--- src/rtl/alu_pkg.sv ---
// Shared definitions for the ALU command path: opcodes, feeder FSM states,
// the packed command word and the ALU pipeline latency.
package alu_pkg;

   localparam int ALU_LAT = 2;
   localparam int CMD_W   = 10;

   typedef enum logic [1:0] {
      OP_ADD = 2'd0,
      OP_MUL = 2'd1,
      OP_SUB = 2'd2,
      OP_AND = 2'd3
   } op_t;

   typedef enum logic [1:0] {
      ST_IDLE  = 2'd0,
      ST_RUN   = 2'd1,
      ST_DRAIN = 2'd2
   } state_t;

   typedef struct packed {
      op_t        op;
      logic [3:0] a;
      logic [3:0] b;
   } cmd_t;

endpackage

--- src/rtl/alu_cmd_feeder_if.sv ---
// Command handshake into the feeder: producer drives valid and payload,
// the feeder answers with ready.
interface alu_cmd_feeder_if;

   logic       in_valid;
   logic       in_ready;
   logic [3:0] in_a;
   logic [3:0] in_b;
   logic [1:0] in_op;

   modport master (output in_valid, output in_a, output in_b, output in_op, input in_ready);
   modport slave  (input in_valid, input in_a, input in_b, input in_op, output in_ready);

endinterface

--- src/rtl/alu_cmd_fifo.sv ---
// DEPTH-deep synchronous FIFO with occupancy count, sync flush and async reset.
// The caller only pushes when not full and only pops when not empty.
module alu_cmd_fifo #(
   parameter int DEPTH  = 8,
   parameter int ADDR_W = 3,
   parameter int WIDTH  = 10
) (
   input  logic              clk,
   input  logic              rst,
   input  logic              flush,
   input  logic              push,
   input  logic [WIDTH-1:0]  wdata,
   input  logic              pop,
   output logic [WIDTH-1:0]  rdata,
   output logic [ADDR_W:0]   count
);

   logic [WIDTH-1:0]  mem [DEPTH];
   logic [ADDR_W-1:0] wptr;
   logic [ADDR_W-1:0] rptr;

   always_ff @(posedge clk or posedge rst) begin
      if (rst) begin
         wptr  <= '0;
         rptr  <= '0;
         count <= '0;
      end else if (flush) begin
         wptr  <= '0;
         rptr  <= '0;
         count <= '0;
      end else begin
         if (push) wptr <= wptr + 1'b1;
         if (pop)  rptr <= rptr + 1'b1;
         unique case ({push, pop})
            2'b10:   count <= count + 1'b1;
            2'b01:   count <= count - 1'b1;
            default: count <= count;
         endcase
      end
   end

   // Storage carries no reset; only pointers and count define validity.
   always_ff @(posedge clk) begin
      if (push && !flush) mem[wptr] <= wdata;
   end

   assign rdata = mem[rptr];

endmodule

--- src/rtl/alu_cmd_feeder.sv ---
// Command feeder for alu_seq: FIFO-buffered issue with a latency-matched result strobe.
// Optional ALU_FEED_TAG_EN adds an opcode tag pipe driving res_op.
module alu_cmd_feeder
   import alu_pkg::*;
#(
   parameter int DEPTH   = 8,
   parameter int ADDR_W  = 3,
   parameter int ALU_LAT = alu_pkg::ALU_LAT
) (
   input  logic              clk,
   input  logic              rst,
   input  logic              flush,
   input  logic              enable,
   alu_cmd_feeder_if.slave   in_if,
   output logic [3:0]        alu_a,
   output logic [3:0]        alu_b,
   output logic [1:0]        alu_op,
   input  logic [7:0]        alu_res,
   output logic              res_valid,
   output logic [7:0]        res_data,
`ifdef ALU_FEED_TAG_EN
   output logic [1:0]        res_op,
`endif
   output logic [ADDR_W:0]   count,
   output logic              busy
);

   localparam logic [ADDR_W:0] FULL_CNT = (ADDR_W+1)'(DEPTH);

   state_t              state;
   cmd_t                wcmd;
   cmd_t                head;
   logic                push;
   logic                pop;
   logic [ADDR_W:0]     cnt_nxt;
   logic [ALU_LAT-1:0]  tag_p;
   logic [ALU_LAT-1:0]  tag_nxt;
`ifdef ALU_FEED_TAG_EN
   logic [1:0]          op_p [ALU_LAT];
`endif

   assign in_if.in_ready = (count < FULL_CNT);
   assign push    = in_if.in_valid && in_if.in_ready && !flush;
   assign pop     = (state == ST_RUN) && enable && (count != '0) && !flush;
   assign cnt_nxt = count + (ADDR_W+1)'(push) - (ADDR_W+1)'(pop);
   assign tag_nxt = (tag_p << 1) | ALU_LAT'(pop);

   assign wcmd.op = op_t'(in_if.in_op);
   assign wcmd.a  = in_if.in_a;
   assign wcmd.b  = in_if.in_b;

   alu_cmd_fifo #(
      .DEPTH  (DEPTH),
      .ADDR_W (ADDR_W),
      .WIDTH  (CMD_W)
   ) u_fifo (
      .clk   (clk),
      .rst   (rst),
      .flush (flush),
      .push  (push),
      .wdata (wcmd),
      .pop   (pop),
      .rdata (head),
      .count (count)
   );

   // Issue stage: pop head into the ALU operand registers; tag bit marks a real command.
   always_ff @(posedge clk or posedge rst) begin
      if (rst) begin
         state     <= ST_IDLE;
         alu_a     <= '0;
         alu_b     <= '0;
         alu_op    <= '0;
         tag_p     <= '0;
         res_valid <= 1'b0;
`ifdef ALU_FEED_TAG_EN
         for (int i = 0; i < ALU_LAT; i++) op_p[i] <= '0;
         res_op    <= '0;
`endif
      end else if (flush) begin
         state     <= ST_IDLE;
         tag_p     <= '0;
         res_valid <= 1'b0;
`ifdef ALU_FEED_TAG_EN
         for (int i = 0; i < ALU_LAT; i++) op_p[i] <= '0;
         res_op    <= '0;
`endif
      end else begin
         tag_p     <= tag_nxt;
         res_valid <= tag_p[ALU_LAT-1];
`ifdef ALU_FEED_TAG_EN
         op_p[0] <= pop ? head.op : 2'd0;
         for (int i = 1; i < ALU_LAT; i++) op_p[i] <= op_p[i-1];
         res_op  <= op_p[ALU_LAT-1];
`endif
         if (pop) begin
            alu_a  <= head.a;
            alu_b  <= head.b;
            alu_op <= head.op;
         end
         unique case (state)
            ST_IDLE:  if (enable && count != '0) state <= ST_RUN;
            ST_RUN:   if (!enable || cnt_nxt == '0) state <= ST_DRAIN;
            ST_DRAIN: begin
               if (enable && count != '0) state <= ST_RUN;
               else if (tag_nxt == '0)    state <= ST_IDLE;
            end
            default:  state <= ST_IDLE;
         endcase
      end
   end

   assign res_data = alu_res;
   assign busy     = (state != ST_IDLE);

endmodule

--- src/flat_wrapper.sv ---
// flat-port wrapper written by rule: the top's interface ports become plain ports
module alu_cmd_feeder_flat import alu_pkg::*;
#(
   parameter int DEPTH   = 8,
   parameter int ADDR_W  = 3,
   parameter int ALU_LAT = alu_pkg::ALU_LAT
)
  (clk, rst, flush, enable, alu_a, alu_b, alu_op, alu_res, res_valid, res_data, count, busy, in_if_in_valid, in_if_in_a, in_if_in_b, in_if_in_op, in_if_in_ready);
  alu_cmd_feeder_if in_if_i ();
  input  logic clk;
  input  logic rst;
  input  logic flush;
  input  logic enable;
  output logic [3:0] alu_a;
  output logic [3:0] alu_b;
  output logic [1:0] alu_op;
  input  logic [7:0] alu_res;
  output logic res_valid;
  output logic [7:0] res_data;
  output logic [ADDR_W:0] count;
  output logic busy;
  input wire logic [$bits(in_if_i.in_valid)-1:0] in_if_in_valid;
  input wire logic [$bits(in_if_i.in_a)-1:0] in_if_in_a;
  input wire logic [$bits(in_if_i.in_b)-1:0] in_if_in_b;
  input wire logic [$bits(in_if_i.in_op)-1:0] in_if_in_op;
  output wire logic [$bits(in_if_i.in_ready)-1:0] in_if_in_ready;
  assign in_if_i.in_valid = in_if_in_valid;
  assign in_if_i.in_a = in_if_in_a;
  assign in_if_i.in_b = in_if_in_b;
  assign in_if_i.in_op = in_if_in_op;
  assign in_if_in_ready = in_if_i.in_ready;
  alu_cmd_feeder #(.DEPTH(DEPTH), .ADDR_W(ADDR_W), .ALU_LAT(ALU_LAT)) u_core (.clk(clk), .rst(rst), .flush(flush), .enable(enable), .in_if(in_if_i), .alu_a(alu_a), .alu_b(alu_b), .alu_op(alu_op), .alu_res(alu_res), .res_valid(res_valid), .res_data(res_data), .count(count), .busy(busy));
endmodule
--- config.mk ---
export PLATFORM = sky130hd
export DESIGN_NAME = alu_cmd_feeder_flat
export DESIGN_NICKNAME = d
export VERILOG_FILES = /design/src/rtl/alu_pkg.sv /design/src/rtl/alu_cmd_feeder_if.sv /design/src/rtl/alu_cmd_fifo.sv /design/src/rtl/alu_cmd_feeder.sv /design/src/flat_wrapper.sv
export SDC_FILE = /design/constraint.sdc
export NUM_CORES = 1
export LEC_CHECK = 0
export ABC_AREA = 0
export ABC_CLOCK_PERIOD_IN_PS = 3100
export BUFFER_PORTS_ARGS = -buffer_cell sky130_fd_sc_hd__clkbuf_2
export CORE_UTILIZATION = 50
export CTS_BUF_LIST = sky130_fd_sc_hd__clkbuf_4
export CTS_CLUSTER_SIZE = 24
export DETAILED_ROUTE_END_ITERATION = 16
export PLACE_DENSITY = 0.72
export SLEW_MARGIN = 20
export SYNTH_ARGS = -nofsm -noshare
export SYNTH_HDL_FRONTEND = slang
export SYNTH_SLANG_ARGS = --single-unit
--- constraint.sdc ---
create_clock -name clk -period 3.1 [get_ports clk]
set_clock_uncertainty 0.2 [all_clocks]
set_input_delay 0.775 -clock clk [delete_from_list [all_inputs] [get_ports clk]]
set_output_delay 0.775 -clock clk [all_outputs]
set_load 0.02 [all_outputs]
==> impl_metrics.csv <==
group,metric,value,unit
timing,drv_slew,0,
timing,final-hold-violation-count,0,
yosys,synth.most_common_cell,"edfxtp_1",
timing,setup_slack,0.0431,ns
placed_design,dp_cells,411,
outcome,status,"complete, no violations",
yosys,yosys-top-cells-area,"edfxtp_1, dfrtp_1, mux4_2",
yosys,syn_inst,262,
placed_design,post-place-ws,-0.201,ns
timing,worstMarginPinSlew,0.766,ns
detailed_routing,firstDrtPassIters,4,
yosys,synth_warnings,0,
cells_and_area,drive_gt1_share,36.1,%
grt,grt_pass1_vias,2315,
placed_design,portBuffers,31,
setup_path,crit_buf_inv,3,
floorplanning,die-width,95.6,um
yosys,async_flop_share,23.8,%
cells_and_area,instances_no_fill,429,
setup_path,crit_top_cell,"ha_4",
yosys,ys_seq_area_share,69.1,%
cts,clockBufferDepth,2,
detailed_routing,drc,0,
timing,min_period,3.06,ns
timing,slew_headroom,49.0,%
cts,cts-root-buf,"clkbuf_4",
cells_and_area,syn_to_final_growth,14.6,%
timing,finalCritPeriodShare,98.6,%
setup_path,r2r_start,"u_core.u_fifo.count[3]",
yosys,synthesis.area,0.00438,sq mm
detailed_routing,vias,2357,
setup_path,critPathMaxFanout,3,
yosys,synthTopCellsByCount,"edfxtp_1, dfrtp_1, mux4_2, nor2_1, nand2_1",
grt,antenna_found_initial,0,
yosys,synth_top_cell_by_area,"edfxtp_1",
setup_path,path_class,"reg -> reg",
cells_and_area,nNetsFinal,354,
timing,setup_viol,0,
yosys,synth_cell_type_count,34,
cts,h-tree-depth,3,
power,p_per_area,484,mW/mm^2
yosys,syn_nets,297,
grt,grt-ovfl-total,0,
grt,track_usage,18.4,%
setup_path,cpMaxStageDelayCell,"dfrtp_2",
setup_path,r2r_cells,13,
setup_path,path_cells,"inv_4, ha_4, or3b_4, nand3_4, ha_4, inv_2, ha_4, inv_2, fa_2, xnor2_2, nor4bb_1, mux2i_1, a32o_1",
setup_path,cp_data_required_time,3.25,ns
timing,fmax,327,MHz
floorplanning,fp.coreArea,0.00834,sq mm
setup_path,start_kind,"register",
setup_path,end_kind,"register",
placed_design,dp_hpwl,5260,um
setup_path,critPathArrivalTime,3.20,ns
timing,whs,0.187,ns
detailed_routing,wl_per_cell,18.0,um
floorplanning,num_rows,33,
yosys,synth_top_area_share,54.8,%
yosys,syn_area_per_cell,16.7,sq um
cells_and_area,multi_input_area,0.00129,sq mm
cts,holdBufCountCts,0,
detailed_routing,wirelength,7740,um
cts,cts.sink_count,105,
cells_and_area,antennaDiodeCount,0,
detailed_routing,drt_iter0_drc,112,
detailed_routing,ant_nets,0,
timing,rsz0062_at_grt,"true",
cts,numCtsBuffers,9,
cts,cts_tree,"yes",
floorplanning,ioPinCount,48,
grt,grt_pass1_wl,11900,um
setup_path,max_stage_delay,0.46,ns
floorplanning,die_height,95.6,um
hold_path,hp-class,"in -> async",
timing,fin_tns_setup,0,ns
grt,grt_max_degree,23,
cts,insertion_delay,0.45,ns
floorplanning,die-area,0.00914,sq mm
cells_and_area,ff_latch_area,0.00303,sq mm
floorplanning,initial_utilization,52.5,%
cts,clkTransAtPathRegs,0.16,ns
yosys,synthFlopType,"edfxtp_1",
run,maxCapViolations,0,
setup_path,crit_family,"simple AND/OR/NAND/NOR gates",
power,power.leakage,1.86,nW
setup_path,r2r_end,"u_core.state[0]",
setup_path,rrSetupSlack,0.04,ns
yosys,ys_ff_latch,105,
setup_path,crit_start,"u_core.u_fifo.count[3]",
placed_design,place_congestion,0.809,
cells_and_area,fillers,643,
detailed_routing,viasPerCell,5.49,
cells_and_area,final_util,60.2,%
yosys,synth_edf_count,80,
power,ir_drop,0.318,mV
-- registers in the layout, summed over array words and instances (netlist names) --
signal and flops:
u_core.u_fifo.mem 80, u_core.alu_a 4, u_core.alu_b 4, u_core.u_fifo.count 4, u_core.u_fifo.rptr 3, u_core.u_fifo.wptr 3, u_core.alu_op 2, u_core.state 2
u_core.tag_p 2, u_core.res_valid 1
-- logic make-up after synthesis --
family,share of synthesized area [%]
flops,69.1
simple gates,6.11
mux,13.3
buf+inv,3.14
compound gates,3.20
fa+ha+maj,3.77
xor+xnor,1.40
-- final cells by class --
class	instances	area share, %
clock buffer	10	1.50
clock inverter	6	1.25
inverter	10	0.797
multi-input combinational	130	25.6
sequential	105	60.3
tap	105	2.62
timing repair buffer	63	7.87
-- power breakdown --
group	switching [mW]	internal (mW)
sequential	0.0183	1.55
combinational	0.118	0.0821
clock	0.464	0.194
total	0.600	1.83
-- metal layers --
metal / GRT usage, % / part of all wire (%) / routed length (um)
met3: 3.35 / 5.5 / 427
met2: 29.0 / 46 / 3540
met1: 25.8 / 47 / 3650
met5: 0 / 0 / 0
met4: 6.47 / 1.5 / 117
-- how the worst max path moves through the flow --
stage | end | slack (ns) | cells after the start
6_report | u_core.state[0] | 0.04 | 13
5_1_grt | u_core.state[0] | -0.07 | 13
4_1_cts | u_core.state[0] | 0.01 | 13
3_3_place_gp | u_core.state[0] | -0.06 | 12
3_5_place_dp | u_core.state[0] | -0.20 | 12
2_1_floorplan | u_core.state[0] | -0.13 | 15
-- placed cells by master, fill, tap and decap left out, types with 2 or more instances in the layout --
cell       n
clkbuf_2  31
edfxtp_1  80
mux2i_1   13
clkinv_4   3
buf_4     32
a21o_1     2
nor2b_1    6
o21ai_0    3
xnor2_1    2
ha_4       3
o21ai_1    8
nand2_1   14
dfrtp_1   24
nand2b_1   3
xor2_1     4
a21oi_1    3
inv_2      4
a211oi_1   2
mux4_2    20
nor3_1     5
clkbuf_4  10
inv_1      5
nor2_1    19
ha_1       6
-- per-stage QoR --
step,power [mW],area (sq um)
detailed placement,1.80,4860
finish,2.43,5020
CTS,2.46,5010
global route,2.53,5020
global placement,1.80,4860
floorplan,1.73,4460
-- repair_timing --
action                                  4_1_cts  5_1_grt
endpoints found under the setup margin        2        3
hold endpoints to repair                      0        0
resized for setup                             1        2
setup buffers                                 2        0
pin swaps                                     3        2
Power figures use the tool's default switching activity.
